File: src/rtl/split_sample_gen.sv
// rtl/split_sample_gen.sv - LFSR-driven search for values satisfying the split predicate
module split_sample_gen #(
    parameter int               WIDTH     = 15,
    parameter int               SHIFT     = 10,
    parameter logic [WIDTH-1:0] SEED      = 15'h0001,
    parameter int               MAX_TRIES = 64
) (
    input  logic             clk,
    input  logic             rst,
    input  logic             start,
    input  logic             seed_load,
    input  logic [WIDTH-1:0] seed_in,
    output logic             out_valid,
    input  logic             out_ready,
    output logic [WIDTH-1:0] out_value,
    output logic             busy,
    output logic             fail,
    output logic [6:0]       tries
);

    typedef enum logic [1:0] {
        IDLE   = 2'd0,
        SEARCH = 2'd1,
        HOLD   = 2'd2,
        FAIL   = 2'd3
    } state_t;

    localparam logic [6:0]       TRY_LIMIT = 7'(MAX_TRIES);
    localparam logic [WIDTH-1:0] ONE       = {{(WIDTH-1){1'b0}}, 1'b1};

    state_t           state, state_n;
    logic [WIDTH-1:0] lfsr, lfsr_n;
    logic [WIDTH-1:0] out_value_n;
    logic             out_valid_n;
    logic             fail_n;
    logic [6:0]       tries_n;
    logic [6:0]       tries_inc;

    function automatic logic sat(input logic [WIDTH-1:0] v);
        logic [WIDTH-1:0] inv;
        inv = ~v;
        return |(inv >> SHIFT);
    endfunction

    function automatic logic [WIDTH-1:0] lfsr_step(input logic [WIDTH-1:0] v);
        return {v[WIDTH-2:0], v[WIDTH-1] ^ v[WIDTH-2]};
    endfunction

    assign tries_inc = tries + 7'd1;
    assign busy      = (state == SEARCH) || (state == HOLD);

    always_ff @(posedge clk or posedge rst) begin
        if (rst) begin
            state     <= IDLE;
            lfsr      <= SEED;
            out_valid <= 1'b0;
            out_value <= '0;
            fail      <= 1'b0;
            tries     <= 7'd0;
        end else begin
            state     <= state_n;
            lfsr      <= lfsr_n;
            out_valid <= out_valid_n;
            out_value <= out_value_n;
            fail      <= fail_n;
            tries     <= tries_n;
        end
    end

    always_comb begin
        state_n     = state;
        lfsr_n      = lfsr;
        out_valid_n = out_valid;
        out_value_n = out_value;
        fail_n      = fail;
        tries_n     = tries;
        case (state)
            IDLE, FAIL: begin
                // A zero seed would lock the LFSR, so it is coerced to one.
                if (seed_load)
                    lfsr_n = (seed_in == '0) ? ONE : seed_in;
                if (start) begin
                    state_n = SEARCH;
                    tries_n = 7'd0;
                    fail_n  = 1'b0;
                end
            end
            SEARCH: begin
                lfsr_n  = lfsr_step(lfsr);
                tries_n = tries_inc;
                if (sat(lfsr)) begin
                    out_value_n = lfsr;
                    out_valid_n = 1'b1;
                    state_n     = HOLD;
                end else if (tries_inc == TRY_LIMIT) begin
                    fail_n  = 1'b1;
                    state_n = FAIL;
                end
            end
            HOLD: begin
                if (out_valid && out_ready) begin
                    out_valid_n = 1'b0;
                    state_n     = IDLE;
                end
            end
            default: state_n = IDLE;
        endcase
    end

endmodule

File: config.mk
export PLATFORM = sky130hd
export DESIGN_NAME = split_sample_gen
export DESIGN_NICKNAME = d
export VERILOG_FILES = /design/src/rtl/split_sample_gen.sv
export SDC_FILE = /design/constraint.sdc
export NUM_CORES = 1
export LEC_CHECK = 0
export ABC_AREA = 1
export BUFFER_PORTS_ARGS = -buffer_cell sky130_fd_sc_hd__buf_2
export CAP_MARGIN = 20
export CORE_ASPECT_RATIO = 0.5
export CORE_UTILIZATION = 57
export DETAILED_ROUTE_END_ITERATION = 10
export PLACE_DENSITY_LB_ADDON = 0.15
export SLEW_MARGIN = 5
export SYNTH_ARGS = -nofsm -noshare
export SYNTH_HDL_FRONTEND = slang
export SYNTH_SLANG_ARGS = --single-unit
File: constraint.sdc
create_clock -name clk -period 3.65 [get_ports clk]
set_input_delay 0.73 -clock clk [delete_from_list [all_inputs] [get_ports clk]]
set_output_delay 0.73 -clock clk [all_outputs]
set_load 0.005 [all_outputs]
==> results of run 1 <==
per-stage QoR:
step | area [µm²] | total power, mW | util (%)
6_report | 2337 | 2.186 | 74.13
5_1_grt | 2337 | 2.352 | 74.13
4_1_cts | 2337 | 2.179 | 74.13
3_5_place_dp | 2221 | 1.786 | 70.44
3_3_place_gp | 2221 | 1.737 | 70.44
2_1_floorplan | 1974 | 1.510 | -
layout make-up:
class	instances	area (µm²)	share of cell area, %
repair buffers	46	235.2	10.06
clock inverters	1	30.03	1.285
clock buffers	7	86.33	3.694
inverters	27	101.3	4.336
flip-flops and latches	41	1027	43.95
well taps	40	50.05	2.141
multi-input cells	168	807.0	34.53
report_power, final:
part | switching, mW | total, mW | internal [mW] | leakage, nW
logic | 0.629 | 0.983 | 0.355 | 0.661
clock network | 0.165 | 0.388 | 0.223 | 0.0585
registers | 0.144 | 0.815 | 0.670 | 0.498
cell usage after synthesis, types with 2 or more instances:
library cell,n
nand2_1,81
dfrtp_1,40
inv_1,22
nor2_1,19
o21ai_0,13
nand3_1,11
a31oi_1,9
o21ai_1,9
buf_2,7
inv_2,4
ha_1,3
nor2_2,3
nor4_1,3
o211ai_1,3
nand2_2,2
xor2_1,2
registers in the layout (all words and copies together) (netlist names):
name,cells
out_valid,1
fail,1
tries,7
out_value,15
lfsr,15
state,2
kinds of logic after synthesis:
family          share of synthesized area [%]
xor+xnor                               0.8874
compound gates                          12.10
buf+inv                                 7.097
fa+ha+maj                               1.901
flops                                   52.03
simple gates                            25.98
worst paths after layout:
kind / startpoint / to / slack [ps] / depth (start not counted)
max: state[1] / lfsr[0] / 1550 / 9
min: out_value[7] / out_value[7] / 470 / 2
max reg2reg: state[1] / lfsr[0] / 1550 / 9
min reg2reg: out_value[7] / out_value[7] / 470 / 2
max in group asynchronous: rst / lfsr[0] / 2740 / 3
min in group asynchronous: rst / out_value[11] / 550 / 3
worst register-to-register path, stage by stage, from the launching register on:
cell and delay, ps:
dfrtp_1 410, inv_1 70, ha_1 140, buf_4 250, nand2_1 150, nand2_1 640
o21ai_0 200, inv_1 90, nand2_1 50, nand2_1 50
per-layer routing:
| metal | routed length [µm] | vias up | global-route usage [%] |
|---|---|---|---|
| met2 | 2028 | 67 | 44.84 |
| met3 | 255 | 8 | 6.286 |
| met4 | 57 | 0 | 7.797 |
| met1 | 2200 | 832 | 38.30 |
| li1 | - | 881 | - |
| met5 | 0 | - | 0 |
==> metrics.md, run 1 <==
| Metric | Value |
|---|---|
| GRT Total Usage | 27.57% |
| Synth cell types | 29 |
| DRT Pass-1 Iters | 5 |
| First-pass GRT wire length | 7652 µm |
| CTS tree | built |
| Pwr/cell area | 935.1 nW/µm² |
| Post-CTS sizing | 0 |
| CTS buffer count | 5 |
| Initial drt markers | 108 |
| Row count | 14 |
| Most used cell, CP | nand2_1 |
| Average wire per standard cell | 13.76 µm |
| Setup Buffers After CTS | 0 |
| N_diodes | 0 |
| Post-Syn Instances | 244 |
| H-tree depth | 2 |
| Fin Clk Skew | 3.981 ps |
| Area Overhead vs Synth | 18.38% |
| Slew Viols, Final | 0 |
| Seq cells post-synth | 41 |
| Synthesized area | 1974 µm² |
| Share of Yosys cell area claimed by the top area cell type | 50.70% |
| Remaining global-route overflow | 0 |
| Fin. Hold Viols | 0 |
| Synth top area cells | dfrtp_1 (51%), nand2_1 (15%), inv_1 (4.2%) |
| Worst vdd ir | 0.0004104 V |
| Yosys warning total | 0 |
| Setup total negative slack | 0 ps |
| Die area | 3717 µm² |
| Yosys top cell by area | dfrtp_1 |
| CP arrival | 2350 ps |
| Port buffer count | 44 |
| Maxcap violations | 0 |
| Setup violations, final | 0 |
| Filler Cells Inserted | 244 |
| Sequential area share after synthesis | 52.03% |
| Final period util | 57.62% |
| RD Place Congestion | 0.8138 |
| Commonest non-fill, non-tap cell in the layout | nand2_1 |
| Required @ worst endpoint | 3900 ps |
| Max incr delay on CP | 640 ps |
| Finished Layout Cells | 330 |
| Post-synth ARST share | 100.0% |
| Placed instance count | 322 |
| Final nets | 312 |
| Slowest CP cell | nand2_1 |
| Clock tree sinks | 41 |
| Antenna violations before repair | 0 |
| Slew HR | 44.35% |
| Clock-pin slew on the worst setup and hold paths | 80 ps |
| Final WS setup | 1547 ps |
| Synth Area per Inst | 8.092 µm² |
| Worst slack, placed | 1615 ps |
| Startpoint Class | flop |
| Largest net degree at the start of global routing | 42 |
| Hold slack | 467.9 ps |
| Total nets after synthesis | 267 |
| Largest delay share family, worst path | simple AND/OR/NAND/NOR gates |
| DRC | 0 |
| Latest clock arrival within the worst-skew pair | 300 ps |
| CTS Root Cell | clkbuf_8 |
| Via density per instance | 5.418 |
| I/O Pins | 45 |
| Chip height | 43.62 µm |
| CP endpoint kind | flop |
| Top_reg_cell synth | dfrtp_1 |
| Status | complete, no violations |
| Worst slew pin tran | 832.8 ps |
| Vias | 1788 |
| Vias in the first global route | 1670 |
| Die X | 85.23 µm |
| Crit-path max FO | 29 |
| Min cycle time layout | 2103 ps |
| Worst path buffer plus inverter count | 3 |
| Maximum clock rate | 0.4755 GHz |
| Commonest non-fill, non-tap cells in the layout | nand2_1 (81), buf_2 (44), dfrtp_1 (40) |
| Overall routed net length | 4541 µm |
| WS Path Type | reg -> reg |
| ANT nets after route | 0 |
| HPWL after detailed placement | 3153 µm |
| Layout cells sized above 1 | 22.76% |
| CTS Buffer Depth | 2 |
| Core ar. | 3153 µm² |
| Post-cts hold buffer count | 0 |
| Initial Utilization | 62.62% |
| RSZ-0062 raised after global routing | false |
| Static Leak | 1.217 nW |
| Critical Path, Cell by Cell | inv_1 > ha_1 > buf_4 > nand2_1 > nand2_1 > o21ai_0 > inv_1 > nand2_1 > nand2_1 |
| Hold crit path type | reg -> reg |
| EDFF count, synth | 0 |
Power figures use the tool's default switching activity.
==> inputs of run 2 (changes only) <==
--- a/config.mk
+++ b/config.mk
@@ -9,7 +9,7 @@
 export BUFFER_PORTS_ARGS = -buffer_cell sky130_fd_sc_hd__buf_2
 export CAP_MARGIN = 20
 export CORE_ASPECT_RATIO = 0.5
-export CORE_UTILIZATION = 57
+export CORE_UTILIZATION = 53
 export DETAILED_ROUTE_END_ITERATION = 10
 export PLACE_DENSITY_LB_ADDON = 0.15
 export SLEW_MARGIN = 5
==> constraint.sdc (replaced) <==
create_clock -name clk -period 2.2 [get_ports clk]
set_input_delay 0.44 -clock clk [delete_from_list [all_inputs] [get_ports clk]]
set_output_delay 0.44 -clock clk [all_outputs]
set_load 0.005 [all_outputs]
==> run 2 against run 1 <==
  * Die area up 7.3%
  * Final cell count up 3.6%
  * Sequential share of layout area up 0.24 points
  * Critical endpoint is now busy
  * Largest cell class unchanged
==> metrics.md, run 2 (same netlist as run 1, synthesis figures left out) <==
| Metric | Value |
|---|---|
| Vias in the first global route | 1487 |
| N_diodes | 0 |
| Clock-pin slew on the worst setup and hold paths | 80 ps |
| Latest clock arrival within the worst-skew pair | 290 ps |
| RSZ-0062 raised after global routing | false |
| WS Path Type | reg -> out |
| Regs by FF count | lfsr (15), out_value (15), tries (7) |
| Initial Utilization | 56.56% |
| Post-CTS sizing | 0 |
| Placed instance count | 334 |
| Min cycle time layout | 1743 ps |
| DRT Pass-1 Iters | 5 |
| CP arrival | 1300 ps |
| GRT Total Usage | 23.31% |
| Maximum clock rate | 0.5736 GHz |
| DRC | 0 |
| CTS buffer count | 5 |
| Multi-input logic area | 807.0 µm² |
| Largest net degree at the start of global routing | 42 |
| I/O Pins | 45 |
| Final period util | 79.25% |
| FF-to-FF End | lfsr[0] |
| Average wire per standard cell | 12.26 µm |
| HPWL after detailed placement | 3060 µm |
| Required @ worst endpoint | 1760 ps |
| Die area | 3988 µm² |
| Via density per instance | 5.099 |
| Maxcap violations | 0 |
| Setup violations, final | 0 |
| Status | complete, no violations |
| Setup slack, reg-to-reg | 460 ps |
| Slowest CP cell | dfrtp_1 |
| CTS Root Cell | clkbuf_8 |
| Core ar. | 3491 µm² |
| Reg2reg start | state[0] |
| Antenna violations before repair | 0 |
| Worst slew pin tran | 512.1 ps |
| Vias | 1744 |
| Filler Cells Inserted | 301 |
| Reg area | 1027 µm² |
| Crit-path max FO | 5 |
| Slew HR | 65.86% |
| Critical Path, Cell by Cell | inv_1 > ha_1 > inv_2 > buf_2 |
| Setup Buffers After CTS | 0 |
| R2r worst-path depth | 10 |
| Commonest non-fill, non-tap cells in the layout | nand2_1 (81), buf_2 (44), dfrtp_1 (40) |
| Port buffer count | 44 |
| Clock tree sinks | 41 |
| Setup total negative slack | 0 ps |
| Final nets | 313 |
| First-pass GRT wire length | 6858 µm |
| Overall routed net length | 4193 µm |
| Hold crit path type | in -> async |
| Worst vdd ir | 0.0006874 V |
| Core Util, Final | 66.60% |
| Commonest non-fill, non-tap cell in the layout | nand2_1 |
| Startpoint Class | flop |
| Pwr/cell area | 1481 nW/µm² |
| CTS Buffer Depth | 2 |
| Fin. Hold Viols | 0 |
| Fin Clk Skew | 4.245 ps |
| Remaining global-route overflow | 0 |
| Row count | 15 |
| Finished Layout Cells | 342 |
| Static Leak | 1.208 nW |
| Slew Viols, Final | 0 |
| CTS tree | built |
| Final WS setup | 456.6 ps |
| Worst path buffer plus inverter count | 3 |
| Area Overhead vs Synth | 17.74% |
| RD Place Congestion | 0.8719 |
| Chip height | 45.16 µm |
| CP endpoint kind | output port |
| Layout cells sized above 1 | 23.02% |
| Die X | 88.32 µm |
| Worst slack, placed | 493.5 ps |
| Initial drt markers | 125 |
| Max incr delay on CP | 380 ps |
| ANT nets after route | 0 |
| H-tree depth | 2 |
| Post-cts hold buffer count | 0 |
| Largest delay share family, worst path | flip-flops |
-- run 2: final cells by class --
type	count	share of cell area [%]
Sequential cell	41	44.19
Clock buffer	6	3.122
Tap cell	51	2.745
Clock inverter	2	0.4306
Inverter	27	4.360
Multi-Input combinational cell	168	34.71
Timing Repair Buffer	47	10.44
-- run 2: metrics by stage --
step,hold WS (ps),power (mW),cell area (µm²)
floorplan,465.4,2.506,1974
global placement,451.5,2.918,2242
detailed placement,454.9,2.982,2242
CTS,286.2,3.461,2325
global route,317.0,3.764,2325
finish,258.4,3.443,2325
-- run 2: routing by layer --
metal	global-route usage [%]	vias to the layer above	part of all wire [%]
met4	8.065	0	1.2
met3	5.302	7	5.4
met2	34.92	45	42
met5	0	-	0
li1	-	873	-
met1	33.65	819	51
-- run 2: worst register-to-register path, delay by kind of cell (launching register included) --
kind                     cells  cell delay, ps
buffers and inverters        4             500
flip-flops                   1             380
AO/OA/AOI/OAI                1             140
AND/OR/NAND/NOR              4             320
adder cells (fa/ha/maj)      1             340
-- run 2: worst max path at each step --
stage | start | to | slack (ps) | cells after the start
finish | state[0] | busy | 460 | 4
floorplan | state[0] | lfsr[10] | 670 | 8
global placement | state[0] | lfsr[0] | 530 | 10
CTS | state[0] | busy | 450 | 4
global route | state[0] | lfsr[0] | 290 | 10
detailed placement | state[0] | lfsr[0] | 490 | 10
-- run 2: where the power goes --
group / switching, mW / internal (mW)
clock network: 0.259 / 0.220
logic: 1.01 / 0.608
registers: 0.232 / 1.11
